[src/rtl/keypad_scan_fifo.sv]
`default_nettype none
// ============================================================================
// Module   : keypad_scan_fifo
// Purpose  : Matrix keypad scanner. It drives one-cold column strobes and
//            samples the active-low rows through a 2-FF synchronizer. Each
//            key is debounced separately, and each debounced press or release
//            is queued as an event in a first-word-fall-through FIFO.
// Ports    : iclk/inrest   - clock, asynchronous active-low reset
//            iROW          - raw row inputs (active-low, asynchronous)
//            oCOL          - column strobes, exactly one bit low
//            oKEYST        - debounced key state, bit = row*NCOL+col
//            oKEYNUM       - lowest pressed key index + 1 (0 = none)
//            oEV_VALID/iEV_READY/oEV_DATA - event FIFO head handshake
//            oOVF/iOVF_CLR - sticky overflow flag and its clear
//            oIRQ          - FIFO non-empty
// Revision : 1.0 - initial release
// ============================================================================
module keypad_scan_fifo #(
  parameter int NROW       = 4,
  parameter int NCOL       = 4,
  parameter int SCAN_DIV   = 50000,
  parameter int DEB_SCANS  = 4,
  parameter int FIFO_DEPTH = 8
) (
  input  logic                 iclk,
  input  logic                 inrest,
  input  logic [NROW-1:0]      iROW,
  output logic [NCOL-1:0]      oCOL,
  output logic [NROW*NCOL-1:0] oKEYST,
  output logic [7:0]           oKEYNUM,
  output logic                 oEV_VALID,
  input  logic                 iEV_READY,
  output logic [7:0]           oEV_DATA,
  output logic                 oOVF,
  input  logic                 iOVF_CLR,
  output logic                 oIRQ
);

  localparam int NKEY = NROW * NCOL;
  localparam int KW   = $clog2(NKEY);
  localparam int SW   = $clog2(SCAN_DIV);
  localparam int CLW  = $clog2(NCOL);
  localparam int RW   = (NROW > 1) ? $clog2(NROW) : 1;
  localparam int CW   = $clog2(DEB_SCANS + 1);
  localparam int AW   = $clog2(FIFO_DEPTH);

  localparam logic [SW-1:0]  SLOT_LAST = SW'(SCAN_DIV - 1);
  localparam logic [SW-1:0]  SLOT_PRE  = SW'(SCAN_DIV - 2);
  localparam logic [SW-1:0]  ROW_LAST  = SW'(NROW - 1);
  localparam logic [CLW-1:0] COL_LAST  = CLW'(NCOL - 1);
  localparam logic [CW-1:0]  DEB_MAX   = CW'(DEB_SCANS);
  localparam logic [AW:0]    CNT_FULL  = (AW + 1)'(FIFO_DEPTH);

  localparam logic [1:0] ST_IDLE   = 2'd0;
  localparam logic [1:0] ST_SAMPLE = 2'd1;
  localparam logic [1:0] ST_UPDATE = 2'd2;

  logic [NROW-1:0] r_row_s1, r_row_s2;
  logic [SW-1:0]   r_slot;
  logic [CLW-1:0]  r_col;
  logic [1:0]      r_state, w_state_nxt;
  logic            w_latch, w_upd;
  logic [NROW-1:0] r_samp;
  logic [CLW-1:0]  r_samp_col;
  logic [NKEY-1:0] r_keyst;
  logic [CW-1:0]   r_cnt [NKEY];
  logic [7:0]      r_keynum, w_keynum;
  logic [7:0]      r_mem [FIFO_DEPTH];
  logic [AW-1:0]   r_wptr, r_rptr;
  logic [AW:0]     r_count;
  logic            r_ovf;
  logic [NCOL-1:0] w_col_n;

  // Synchronizer and scan timebase
  always_ff @(posedge iclk or negedge inrest) begin
    if (!inrest) begin
      r_row_s1 <= '1;
      r_row_s2 <= '1;
      r_slot   <= '0;
      r_col    <= '0;
    end else begin
      r_row_s1 <= iROW;
      r_row_s2 <= r_row_s1;
      if (r_slot == SLOT_LAST) begin
        r_slot <= '0;
        r_col  <= (r_col == COL_LAST) ? '0 : r_col + 1'b1;
      end else begin
        r_slot <= r_slot + 1'b1;
      end
    end
  end

  always_comb begin
    w_col_n = '1;
    for (int i = 0; i < NCOL; i++) begin
      if (r_col == CLW'(i)) w_col_n[i] = 1'b0;
    end
  end

  // FSM: SAMPLE coincides with the last clock of a slot; UPDATE covers the
  // first NROW clocks of the next slot, so the slot counter selects the row.
  always_ff @(posedge iclk or negedge inrest) begin
    if (!inrest) r_state <= ST_IDLE;
    else         r_state <= w_state_nxt;
  end

  always_comb begin
    w_state_nxt = r_state;
    case (r_state)
      ST_IDLE:   if (r_slot == SLOT_PRE) w_state_nxt = ST_SAMPLE;
      ST_SAMPLE: w_state_nxt = ST_UPDATE;
      ST_UPDATE: if (r_slot == ROW_LAST) w_state_nxt = ST_IDLE;
      default:   w_state_nxt = ST_IDLE;
    endcase
  end

  always_comb begin
    w_latch = (r_state == ST_SAMPLE);
    w_upd   = (r_state == ST_UPDATE);
  end

  // Debounce datapath: one key per clock during UPDATE
  logic [RW-1:0] w_row;
  logic [KW-1:0] w_key;
  logic          w_raw, w_stable, w_toggle;
  logic [CW-1:0] w_cnt_inc;
  logic [7:0]    w_push_data;

  always_comb begin
    w_row       = r_slot[RW-1:0];
    w_key       = KW'(int'(w_row) * NCOL + int'(r_samp_col));
    w_raw       = r_samp[w_row];
    w_stable    = r_keyst[w_key];
    w_cnt_inc   = r_cnt[w_key] + 1'b1;
    w_toggle    = w_upd && (w_raw != w_stable) && (w_cnt_inc == DEB_MAX);
    w_push_data = {w_raw, 7'(w_key)};
  end

  always_ff @(posedge iclk or negedge inrest) begin
    if (!inrest) begin
      r_samp     <= '0;
      r_samp_col <= '0;
      r_keyst    <= '0;
      for (int i = 0; i < NKEY; i++) r_cnt[i] <= '0;
    end else begin
      if (w_latch) begin
        r_samp     <= ~r_row_s2;
        r_samp_col <= r_col;
      end
      if (w_upd) begin
        if (w_raw == w_stable) begin
          r_cnt[w_key] <= '0;
        end else if (w_toggle) begin
          r_cnt[w_key]   <= '0;
          r_keyst[w_key] <= w_raw;
        end else begin
          r_cnt[w_key] <= w_cnt_inc;
        end
      end
    end
  end

  // Lowest pressed key wins: scan from the top so the last hit is the lowest.
  always_comb begin
    w_keynum = 8'd0;
    for (int i = NKEY - 1; i >= 0; i--) begin
      if (r_keyst[i]) w_keynum = 8'(i + 1);
    end
  end

  always_ff @(posedge iclk or negedge inrest) begin
    if (!inrest) r_keynum <= 8'd0;
    else         r_keynum <= w_keynum;
  end

  // Event FIFO. A pop frees the slot in the same cycle, so a push into a
  // full FIFO is accepted when it coincides with a pop.
  logic w_empty, w_full, w_pop, w_wr, w_drop;

  always_comb begin
    w_empty = (r_count == '0);
    w_full  = (r_count == CNT_FULL);
    w_pop   = !w_empty && iEV_READY;
    w_wr    = w_toggle && (!w_full || w_pop);
    w_drop  = w_toggle && w_full && !w_pop;
  end

  always_ff @(posedge iclk or negedge inrest) begin
    if (!inrest) begin
      r_wptr  <= '0;
      r_rptr  <= '0;
      r_count <= '0;
      r_ovf   <= 1'b0;
    end else begin
      if (w_wr)  r_wptr <= r_wptr + 1'b1;
      if (w_pop) r_rptr <= r_rptr + 1'b1;
      if (w_wr && !w_pop)      r_count <= r_count + 1'b1;
      else if (!w_wr && w_pop) r_count <= r_count - 1'b1;
      if (w_drop)        r_ovf <= 1'b1;
      else if (iOVF_CLR) r_ovf <= 1'b0;
    end
  end

  // Storage needs no reset: the head is masked to zero while empty.
  always_ff @(posedge iclk) begin
    if (w_wr) r_mem[r_wptr] <= w_push_data;
  end

  assign oCOL      = w_col_n;
  assign oKEYST    = r_keyst;
  assign oKEYNUM   = r_keynum;
  assign oEV_VALID = !w_empty;
  assign oEV_DATA  = w_empty ? 8'h00 : r_mem[r_rptr];
  assign oOVF      = r_ovf;
  assign oIRQ      = !w_empty;

endmodule
`default_nettype wire

[config.mk]
export PLATFORM = sky130hd
export DESIGN_NAME = keypad_scan_fifo
export DESIGN_NICKNAME = d
export VERILOG_FILES = /design/src/rtl/keypad_scan_fifo.sv
export SDC_FILE = /design/constraint.sdc
export NUM_CORES = 1
export LEC_CHECK = 0
export ABC_AREA = 1
export CAP_MARGIN = 25
export CORE_MARGIN = 2
export CORE_UTILIZATION = 55
export DETAILED_ROUTE_END_ITERATION = 16
export DONT_BUFFER_PORTS = 1
export PLACE_DENSITY = 0.7
export SLEW_MARGIN = 20
export SYNTH_ARGS = -nofsm -noshare
export SYNTH_HDL_FRONTEND = slang
export SYNTH_SLANG_ARGS = --single-unit
[constraint.sdc]
create_clock -name iclk -period 6.2 [get_ports iclk]
set_input_delay 0.31 -clock iclk [delete_from_list [all_inputs] [get_ports iclk]]
set_output_delay 0.31 -clock iclk [all_outputs]
set_load 0.02 [all_outputs]
; Yosys cells after proc, flatten, opt, wreduce, memory -nomap -nowiden
; Memories as Yosys holds them, arrays and structs flattened.
; Cells that the tools add are included.
[totals]
latch_bits = 0
rom_bits = 0
ramBits = 40
in_bits = 8
out_inout_bits = 39
n_memories = 1
regBits = 117
elab_cells = 131
[op_classes]
shifts = 0
n_eq_ne = 14
n_mul = 0
div_mod_pow = 0
n_mux = 47
magnitude_cmp = 5
reduce_logical = 22
bitwise = 5
n_addsub = 8
[memory_table]
columns = name, words, word_bits, read_ports, rd_clocked_by_memory_dff, write_ports, line
row1 = r_mem, 8, 5, 1, 0, 1, 68  ; logic [7:0] r_mem [FIFO_DEPTH];
[ops]
columns = operator, count
row1 = two-way mux 8 bit, 16
row2 = two-way mux 48 bit, 2
row3 = AND 48 bit, 1
row4 = bitwise mux 48 bit, 1
row5 = inverter 48 bit, 1
row6 = "== test 16 bit, second input constant", 2
row7 = "adder 16 x 1 -> 16 bit, second input constant", 1
row8 = bitwise mux 16 bit, 1
row9 = "== test 16 x 2 -> 1 bit, second input constant", 1
row10 = two-way mux 16 bit, 1
row11 = binary-select mux 3 bit (select 4 bit), 1
row12 = demux 3 bit (select 4 bit), 1
row13 = two-way mux 1 bit, 11
row14 = logical AND 1 bit, 10
row15 = "adder 3 x 1 -> 3 bit, second input constant", 3
row16 = two-way mux 3 bit, 3
row17 = two-way mux 4 bit, 2
row18 = "== test 2 bit, second input constant", 3
row19 = two-way mux 2 bit, 3
row20 = case mux 2 bit (3 select lines), 1
row21 = "greater-or-equal comparator 5 bit, second input constant", 1
row22 = "< comparator 4 x 5 -> 1 bit, second input constant", 1
row23 = "< comparator 5 x 1 -> 1 bit, second input constant", 1
row24 = two-way mux 5 bit, 1
row25 = other kinds (26), 32

; Depth between registers and ports, before layout
[depth]
ltp_word = 16
depth_mapped = 25
depth_no_buf = 24

; Least setup slack after synthesis
; OpenSTA, ideal clock, no wires.
[synth_path]
path_type = flip-flop to flip-flop
start = register r_samp_col[0]
end = register r_count[3]
path_stages_with_launch = 21
required_time_ps = 6075
synth_period_minus_slack_ps = 3680
arrival_time_ps = 3554
slack_ps = 2520
path_buffers = 2
cell_sequence = dfrtp_1 -> buf_4 -> nand2_2 -> clkbuf_1 -> o22ai_1 -> o311ai_0 -> nand3_1 -> ha_1 -> nand2_1 -> clkinv_1 -> nand4_1 -> inv_1 -> ha_1 -> inv_1 -> ha_1 -> a21o_1 -> a21oi_1 -> nand2_1 -> nand2_1 -> nor2_1 -> xor2_1
[synth_between]
elab_chain_cells = 12
[synth_lines]
columns = element, line
row1 = "start, declared", 64  ; logic [CLW-1:0] r_samp_col;
row2 = "start signal, assigned", 148  ; r_samp_col <= r_col;
row3 = adder 4 x 2 -> 4 bit *, 131  ; w_key = KW'(int'(w_row) * NCOL + int'(r_samp_col));
row4 = inverter 4 -> 5 bit (not written as such), 134  ; w_cnt_inc = r_cnt[w_key] + 1'b1;
row5 = binary-select mux 3 bit (select 4 bit), 134
row6 = two-way mux 3 bit (not written as such) (2 in series), 134
row7 = adder 3 x 1 -> 3 bit, 134
row8 = == test 3 bit, 135  ; w_toggle = w_upd && (w_raw != w_stable) && (w_cnt_inc == DEB_MAX);
row9 = logical AND 1 bit *, 135
row10 = logical AND 1 bit *, 184  ; w_wr = w_toggle && (!w_full || w_pop);
row11 = via w_wr, 178  ; logic w_empty, w_full, w_pop, w_wr, w_drop;
row12 = logical NOT 1 bit, 198  ; else if (!w_wr && w_pop) r_count <= r_count - 1'b1;
row13 = logical AND 1 bit, 198
row14 = nonzero test 2 bit (no line), n/a
row15 = "end signal, assigned", 197  ; if (w_wr && !w_pop) r_count <= r_count + 1'b1;
row16 = "end signal, assigned", 198
row17 = "end, declared", 70  ; logic [AW:0] r_count;
; Mark *: on every way through the listed nets, which the timed path passes. The rest lies on a longest branch. The select of a mux whose other input is x is not followed.
; A chain may end at the register's enable or synchronous reset.

; Worst setup path in the final report
[layout_path]
start = register r_samp_col[1]
end = register r_count[3]
; Same word-level chain as after synthesis.

==> flow_summary.ini <==
[logic_synthesis]
synth.distinct_cells = 39
synth-seq-cells = 154
synth_fa_ha_area_frac = 0.0269
ys_warn_count = 0
syn_inst = 894
synth_top_family_by_area = simple AND/OR/NAND/NOR gates
synth_xor_area_frac = 0.0136
synth_edf_count = 40
synthFlopType = dfrtp_1
ys_seq_area_frac = 0.527
avgSynthCellArea_um2 = 8.63
synth_mux_area_frac = 0
yosys.area_share.simple = 0.242
synth-async-reset-ratio = 0.740
synth_compound_area_frac = 0.0946
syn_area_um2 = 7710

[cells_and_area]
area_delta_synth_final_pct = 8.88
layout-drive-gt1-share = 0.0735
fillers = 1170
nNetsFinal = 909
final_area_um2 = 8400
antennaDiodeCount = 0
final_cell_mix = nand2_1 (155), inv_1 (114), dfrtp_1 (106), nor2_1 (92), o21ai_0 (90)
final_util = 0.610
final_common_cell = nand2_1

[power_and_ir_drop]
max-vdd-ir-drop_mv = 0.172
power_leakage_nw = 3.75
p_per_area_nw_per_um2 = 249

[setup_path]
critPathKind = flop to flop
worstPathMaxFanout = 20
worstPathArrival_ns = 5.74
cp_data_required_time_ns = 6.52
crit_path_start_kind = flop
slowest_delay_ns = 0.78
path_common_cell = nand2_1
path_delay_family = simple AND/OR/NAND/NOR gates
crit_chain = inv_2 -> nand2_1 -> o22ai_1 -> o311ai_0 -> nand3_1 -> ha_1 -> nand2_1 -> clkinv_1 -> nand4_1 -> inv_1 -> ha_1 -> inv_1 -> ha_1 -> a21o_1 -> a21oi_1 -> nand2_1 -> nand2_1 -> nor2_1 -> xor2_1
r2r_cells = 19
cp_num_cells = 19
slowest_stage = dfrtp_1
setup.worst_path.end_class = flop
cp_num_buf_inv = 4

[run]
max-cap-violations = 0

[grt]
grt_max_degree = 115
grt_pass1_vias = 5689
overflow = 0
globalRouteTotalUtil = 0.246
antenna_found_initial = 0
grt_pass1_wl_um = 28700

[floorplanning]
row_count = 43
io_pins = 47
die_area_um2 = 15000
fp.dieH_um = 122
coreArea_um2 = 13800
die-width_um = 122
start_util = 0.560

[timing]
slew-limit-headroom = 0.444
finClkSkew_ns = 0.00783
setup_tns_ns = 0
finalSetupViolCount = 0
rsz0062_at_grt = no
final_hold_viol_count = 0
maxSlewViolCount = 0
period_share = 0.875
min_period_ns = 5.43
worstMarginPinSlew_ns = 0.827
clock.fmax_mhz = 184

[placed_design]
hpwl_um = 12000
gp_congestion = 0.939
dpl_cell_area_um2 = 7720
port_buffers = 0

[route]
drc = 0
drt_iter0_markers = 612
drtPass1Iterations = 6
wirelength_um = 17400
vias = 6222
routedWlPerCell_um = 16.2
vias_per_cell = 5.77
ant_nets = 0

[worst_hold_path]
hold_depth = 2
min_path_type = primary input to flop

[clock_tree]
clock_latency_ns = 0.43
cts_root_buffer = clkbuf_16
htree_levels = 4
clockBufferDepth = 2
cts_tree = built
clkSinkCount = 154
clk_pin_slew_worst_paths_ns = 0.06
ctsResizeCount = 0
cts_buffers = 17

[status]
status = finished, final reports clean
-- what timing repair did --
item | CTS | global route
hold buffers | 7 | 0
buffers inserted | 0 | 0
endpoints found under the hold margin | 119 | 0
setup endpoints to repair | 0 | 0
-- cell families after synthesis --
kind of cell	after synthesis
AO/OA/AOI/OAI	137
flip-flops	154
adder cells (fa/ha/maj)	16
XOR/XNOR	12
buffers and inverters	167
AND/OR/NAND/NOR	407
other	1
-- worst paths after layout --
path                                                start                     end  slack [ns]
worst max register to register  r_samp_col[1]$_DFFE_PN0N_  r_count[3]$_DFFE_PN0P_        0.77
min in group asynchronous                          inrest  r_count[2]$_DFFE_PN0P_        0.47
worst min register to register      r_row_s1[0]$_DFF_PN1_   r_row_s2[0]$_DFF_PN1_        0.36
worst max-delay path            r_samp_col[1]$_DFFE_PN0N_  r_count[3]$_DFFE_PN0P_        0.77
max in group asynchronous                          inrest  oKEYST[11]$_DFFE_PN0P_        5.28
worst min-delay path                            iEV_READY   r_rptr[2]$_DFFE_PN0N_        0.07
-- Yosys cell counts, types with 5 or more instances --
library cell / n / area, um2
a21oi_1: 12 / 60.1
a31oi_1: 5 / 31.3
buf_2: 9 / 45.0
buf_4: 11 / 82.6
buf_6: 7 / 78.8
clkbuf_1: 14 / 52.6
dfrtp_1: 106 / 2650
dfstp_2: 8 / 210
edfxtp_1: 40 / 1200
ha_1: 15 / 188
inv_1: 114 / 428
inv_2: 6 / 22.5
nand2_1: 156 / 586
nand3_1: 45 / 225
nand4_1: 72 / 450
nor2_1: 92 / 345
nor2_2: 5 / 31.3
nor3_1: 22 / 110
nor4_1: 5 / 31.3
o21ai_0: 90 / 450
o21ai_1: 8 / 40.0
o22ai_1: 17 / 106
xnor2_1: 5 / 43.8
xor2_1: 7 / 61.3
-- state kept, by name, summed over array words and instances, names as in the netlist --
name and cells:
oOVF 1, oKEYST 16, r_count 4, r_row_s2 4, oKEYNUM 5, r_col 2
r_state 2, r_rptr 3, r_wptr 3, r_slot 16, r_samp_col 2, r_samp 4
r_mem 40, r_cnt 48, r_row_s1 4
-- area by class of cell --
cell class | instances | area (um2) | area share
Sequential cell | 154 | 4060 | 0.484
Multi-Input combinational cell | 578 | 2940 | 0.350
Timing Repair Buffer | 12 | 125 | 0.0149
Inverter | 122 | 458 | 0.0545
Tap cell | 180 | 225 | 0.0268
Clock inverter | 15 | 161 | 0.0192
Clock buffer | 17 | 425 | 0.0507
-- stage by stage --
step / power (W) / hold WS [ns] / worst slack, ns / cells
after global placement: 0.00106 / 0.0180 / 1.17 / 1039
after global routing: 0.00216 / 0.0802 / 0.296 / 1078
after detailed placement: 0.00106 / 0.0186 / 0.899 / 1039
final: 0.00209 / 0.0660 / 0.772 / 1078
after CTS: 0.00211 / 0.0604 / 0.839 / 1078
after floorplan: 0.00107 / 0.0144 / 2.52 / 899
-- power by group --
part | leakage, nW | internal (W) | total, W | switching (W)
combinational | 1.47 | 0.00000428 | 0.0000219 | 0.0000176
sequential | 2.00 | 0.00104 | 0.00104 | 0.000000568
clock | 0.279 | 0.000598 | 0.00103 | 0.000428
-- layer usage --
| layer | part of all wire | vias to the layer above | global-route usage |
|---|---|---|---|
| met5 | 0 | - | 0 |
| met3 | 0.070 | 29 | 0.0520 |
| li1 | - | 2977 | - |
| met4 | 0.016 | 0 | 0.0934 |
| met2 | 0.47 | 277 | 0.386 |
| met1 | 0.44 | 2939 | 0.339 |
No activity file was read; power rests on OpenSTA's default activity.
